## src/rtl/gate_multi_multi_lamp_pkg.sv

```systemverilog
// Shared definitions for the lamp gate: mode encodings, FSM states, fire-counter width.
// Latency: n/a (definitions only); backpressure: none.
package gate_multi_multi_lamp_pkg;

  localparam logic [2:0] GATE_AND  = 3'd0;
  localparam logic [2:0] GATE_OR   = 3'd1;
  localparam logic [2:0] GATE_XOR  = 3'd2;
  localparam logic [2:0] GATE_NAND = 3'd3;
  localparam logic [2:0] GATE_NOR  = 3'd4;
  localparam logic [2:0] GATE_XNOR = 3'd5;

  typedef enum logic {
    PRIME = 1'b0,
    RUN   = 1'b1
  } gate_state_e;

  localparam int FIRE_CNT_W = 16;

endpackage

```

## src/rtl/gate_multi_multi_lamp_eval.sv

```systemverilog
// Combinational popcount-and-mode evaluator; mode_vld is low for the reserved modes 6/7.
// Latency: 0 cycles; backpressure: none.
module gate_lamp_eval
  import gate_multi_multi_lamp_pkg::*;
#(
  parameter int INPUT_COUNT = 2
) (
  input  logic [INPUT_COUNT-1:0] lamp,
  input  logic [2:0]             mode,
  output logic                   eval,
  output logic                   mode_vld
);

  localparam int CNT_W = $clog2(INPUT_COUNT + 1);

  logic [CNT_W-1:0] n_on;

  always_comb begin
    n_on = '0;
    for (int i = 0; i < INPUT_COUNT; i++) begin
      n_on = n_on + CNT_W'(lamp[i]);
    end
  end

  always_comb begin
    eval     = 1'b0;
    mode_vld = 1'b1;
    case (mode)
      GATE_AND:  eval = (n_on == CNT_W'(INPUT_COUNT));
      GATE_OR:   eval = (n_on != '0);
      GATE_XOR:  eval = (n_on == CNT_W'(1));
      GATE_NAND: eval = (n_on != CNT_W'(INPUT_COUNT));
      GATE_NOR:  eval = (n_on == '0);
      GATE_XNOR: eval = (n_on != CNT_W'(1));
      default:   mode_vld = 1'b0;
    endcase
  end

endmodule

```

## src/rtl/gate_multi_multi_lamp.sv

```systemverilog
// Toggle lamps gated into a registered result; out pulses one cycle when the result changes.
// Latency: lamp toggle to out pulse 2 cycles; backpressure: none. Optional GATE_FIRE_COUNT_EN adds fire_count.
module gate_multi_multi_lamp
  import gate_multi_multi_lamp_pkg::*;
#(
  parameter int INPUT_COUNT  = 2,
  parameter int OUTPUT_COUNT = 2
) (
  input  logic                    clk,
  input  logic                    logic_reset,
  input  logic [INPUT_COUNT-1:0]  in,
  input  logic [2:0]              mode,
  output logic [OUTPUT_COUNT-1:0] out,
  output logic [INPUT_COUNT-1:0]  lamp,
  output logic                    result
`ifdef GATE_FIRE_COUNT_EN
  ,
  output logic [FIRE_CNT_W-1:0]   fire_count
`endif
);

  gate_state_e            state_q, state_d;
  logic [INPUT_COUNT-1:0] lamp_q, lamp_d;
  logic                   result_q, result_d;
  logic                   fire_q, fire_d;
  logic                   eval;
  logic                   mode_vld;

  // Evaluation reads the registered lamps, so a toggle reaches result one cycle later.
  gate_lamp_eval #(
    .INPUT_COUNT(INPUT_COUNT)
  ) u_eval (
    .lamp    (lamp_q),
    .mode    (mode),
    .eval    (eval),
    .mode_vld(mode_vld)
  );

  always_comb begin
    lamp_d = lamp_q ^ in;
  end

  always_comb begin
    state_d  = state_q;
    result_d = result_q;
    fire_d   = 1'b0;
    case (state_q)
      PRIME: begin
        if (mode_vld) begin
          result_d = eval;
        end
        state_d = RUN;
      end
      RUN: begin
        if (mode_vld && (eval != result_q)) begin
          result_d = eval;
          fire_d   = 1'b1;
        end
      end
      default: state_d = PRIME;
    endcase
  end

  always_ff @(posedge clk or posedge logic_reset) begin
    if (logic_reset) begin
      state_q  <= PRIME;
      lamp_q   <= '0;
      result_q <= 1'b0;
      fire_q   <= 1'b0;
    end else begin
      state_q  <= state_d;
      lamp_q   <= lamp_d;
      result_q <= result_d;
      fire_q   <= fire_d;
    end
  end

  assign out    = {OUTPUT_COUNT{fire_q}};
  assign lamp   = lamp_q;
  assign result = result_q;

`ifdef GATE_FIRE_COUNT_EN
  logic [FIRE_CNT_W-1:0] fire_cnt_q, fire_cnt_d;

  // Counts on the same edge that raises out; sticks at all-ones.
  always_comb begin
    fire_cnt_d = fire_cnt_q;
    if (fire_d && (fire_cnt_q != '1)) begin
      fire_cnt_d = fire_cnt_q + FIRE_CNT_W'(1);
    end
  end

  always_ff @(posedge clk or posedge logic_reset) begin
    if (logic_reset) begin
      fire_cnt_q <= '0;
    end else begin
      fire_cnt_q <= fire_cnt_d;
    end
  end

  assign fire_count = fire_cnt_q;
`endif

endmodule

```

## config.mk

```make
export PLATFORM = sky130hd
export DESIGN_NAME = gate_multi_multi_lamp
export DESIGN_NICKNAME = d
export VERILOG_FILES = /design/src/rtl/gate_multi_multi_lamp_pkg.sv /design/src/rtl/gate_multi_multi_lamp_eval.sv /design/src/rtl/gate_multi_multi_lamp.sv
export SDC_FILE = /design/constraint.sdc
export NUM_CORES = 1
export LEC_CHECK = 0
export CORE_AREA = 3 3 40 42
export CTS_BUF_LIST = sky130_fd_sc_hd__clkbuf_8
export DETAILED_ROUTE_END_ITERATION = 10
export DIE_AREA = 0 0 43 45
export PLACE_DENSITY = 0.52
export RECOVER_POWER = 50
export SLEW_MARGIN = 20
export SYNTH_ARGS = -nofsm -noshare
export SYNTH_HDL_FRONTEND = slang
export SYNTH_SLANG_ARGS = --single-unit
```

## constraint.sdc

```tcl
create_clock -name clk -period 3.2 [get_ports clk]
set_clock_uncertainty 0.05 [all_clocks]
set_input_delay 0.96 -clock clk [delete_from_list [all_inputs] [get_ports clk]]
set_output_delay 0.96 -clock clk [all_outputs]
set_load 0.05 [all_outputs]
```

==> impl_metrics.yaml <==
detailed_routing:
  number_of_vias_after_detailed_routing: 281
  drt_iter0_drc: 6
  routed_wirelength_um: 559
  post_drt_via_cell_ratio: 4.53
  wire_length_per_cell_um: 9.02
  number_of_drc_violations_after_detailed_routing: 0
  route.antenna.remaining_nets: 0
  drt-pass1-iter-count: 4
placed_design:
  place.port_buffers: 11
  gpl.final_weighted_congestion: 0.703
  postPlaceCellArea_um2: 420
  post-dp-hpwl_um: 430
synth:
  synthTopCellsByCount: "sky130_fd_sc_hd__dfrtp_1, sky130_fd_sc_hd__nand2_1, sky130_fd_sc_hd__inv_1"
  yosysSeqAreaShare_pct: 40.8
  post_synth_cell_types: 20
  synth.cell_area_um2: 307
  synth_cells: 34
  synth-warning-count: 0
  synthTopCellsByArea: "sky130_fd_sc_hd__dfrtp_1, sky130_fd_sc_hd__ha_1, sky130_fd_sc_hd__xor2_1, sky130_fd_sc_hd__buf_4, sky130_fd_sc_hd__nand2_1"
  synth_area_per_cell_um2: 9.02
  synthArstFlopShare_pct: 100
  synth_fp_nets: 43
  synthDominantCellAreaShare_pct: 40.8
  synth_largest_area_cell: "sky130_fd_sc_hd__dfrtp_1"
  synthFlopType: "sky130_fd_sc_hd__dfrtp_1"
  yosys_register_bits: 5
  number_of_enable_type_register_cells_in_the_synthesized_netlist: 0
  library_cell_with_the_highest_instance_count_after_synthesis: "sky130_fd_sc_hd__dfrtp_1"
floorplan:
  start_util_pct: 23.9
  die_width_um: 43
  full_die_area_mm2: 0.00194
  pin_count: 12
  std_cell_rows: 13
  placeableCoreArea_mm2: 0.00128
  fp.dieH_um: 45
outcome:
  outcome: "finished, final reports clean"
clocking:
  ctsRootBufferMaster: "sky130_fd_sc_hd__clkbuf_8"
  htreeDepth: 1
  cts.reportedPaths.clkPinSlew_ps: 30
  post-cts-setup-buffers: 0
  clock_sinks: 5
  max-clock-path-buffers: 2
  cts_inserted_buffers: 3
  ctsHoldBuffers: 0
  post_cts_resize_count: 0
  clk_latency_ps: 220
  cts_tree: "built"
sta:
  rsz0062_at_grt: "no"
  finalSetupTns_ps: 0
  report.final.slew_viol_count: 0
  maxClockFrequency_ghz: 0.402
  final_hold_viol_count: 0
  fin_crit_sh_pct: 77.7
  holdWs_ps: 427
  finalCriticalPeriod_ps: 2490
  final-setup-viol-count: 0
final_layout:
  multi_input_area_um2: 155
  final_layout_size_suffix_gt1_share_pct: 8.51
  final_core_utilization_pct: 36.2
  antenna-diode-count: 0
  syn2layout_area_growth_pct: 51.8
  register_area_um2: 125
  finish.net_count: 57
  fillers: 128
  design_area_um2: 465
global_route:
  first_pass_grt_wire_length_um: 986
  global_route.usage.met2_pct: 10.8
  grt-ovfl-total: 0
  number_of_global_route_vias_before_repair: 246
  gr-max-usage-layer: "met2"
  grt_util_met1_pct: 6.86
  grt_antenna_before_repair: 0
  grt.met3_usage_pct: 7.97
  grt_max_degree: 8
  grt_util_all_layers_pct: 7.79
power_and_ir_drop:
  leakage_power_nw: 0.213
  cellPowerDensity_mw_per_mm2: 1040
  worst_ir_drop_vdd_mv: 0.485
  totalPowerFinal_mw: 0.486
hold_path:
  holdCritPathClass: "register to register"
setup_path:
  cp_slowest_stage_delay_ps: 520
  setup.reg_to_reg.worst_slack_ps: 1370
  timing.critical_path.required_ps: 3290
  worstSetupStartpointType: "primary input"
  critPathCaptureType: "register"
  critPathMaxFanout: 7
  critical_path.slowest_cell: "sky130_fd_sc_hd__clkdlybuf4s50_1"
  timing.setup.critical_path_class: "primary input to register"
  worst-endpoint-arrival_ps: 2580
  worstPathCellList: "clkdlybuf4s50_1, nor3b_1, a31oi_1, nand2_1, or4_1, a21oi_1"
run:
  maxCapViolCount: 0
per-layer routing:
layer  vias up  routed length [um]
met3         2                  39
met5         -                   0
li1        138                   -
met1       131                 253
met2        10                 260
met4         0                   6
path summary, 6_finish.rpt:
kind	from	end	depth (start not counted)
setup / recovery	mode[2]	fire_q$_DFF_PP0_	6
hold / removal	state_q$_DFF_PP0_	fire_q$_DFF_PP0_	2
setup reg to reg	lamp[0]$_DFF_PP0_	fire_q$_DFF_PP0_	6
hold reg to reg	state_q$_DFF_PP0_	fire_q$_DFF_PP0_	2
max in group asynchronous	logic_reset	result$_DFFE_PP0P_	2
min in group asynchronous	logic_reset	lamp[1]$_DFF_PP0_	2
layout make-up:
type | instances | share of cell area (%)
inverter | 3 | 2.42
clock buffer | 3 | 8.87
tap | 15 | 4.03
clock inverter | 1 | 0.806
sequential | 5 | 26.9
multi-input combinational | 24 | 33.3
timing repair buffer | 11 | 23.7
stage by stage:
step                worst slack [ps]  cells
floorplan                       1160     34
global placement                 501     58
detailed placement               484     58
CTS                              714     62
global route                     625     62
finish                           715     62
cell families (layout without fill, tap and decap cells):
logic type	after synthesis	after routing	share of synthesized area (%)
compound gates	6	6	11.8
fa+ha+maj	2	2	8.16
simple gates	13	13	23.7
buf+inv	5	18	8.57
xor+xnor	2	2	5.72
other cells	1	1	1.22
flops	5	5	40.8
worst max-delay path, delay by kind of cell:
kind | cells | cell delay [ps]
AND/OR/NAND/NOR | 3 | 800
buffers and inverters | 1 | 520
AO/OA/AOI/OAI | 2 | 290
state kept, by name, indices dropped and copies added, names as in the netlist:
register  flops
state_q       1
lamp          2
fire_q        1
result        1
report_power, final:
group	leakage [nW]	switching, mW	internal, mW
clock network	0.0269	0.0307	0.0822
registers	0.0600	0.0245	0.0884
logic	0.126	0.163	0.0971
total	0.213	0.219	0.268
cells in the final DEF (no fill, tap or decap), drive strengths merged:
cell	count
or4	1
xor2	2
nor3b	1
nand4b	1
nand3	1
clkdlybuf4s50	8
nor2	2
o21ai	1
a31oi	1
nand3b	1
clkbuf	3
dfrtp	5
nor3	1
o31ai	2
ha	2
inv	4
conb	1
nor2b	1
nand2	4
a21oi	2
dlygate4sd3	3
No activity file was read; power rests on OpenSTA's default activity.
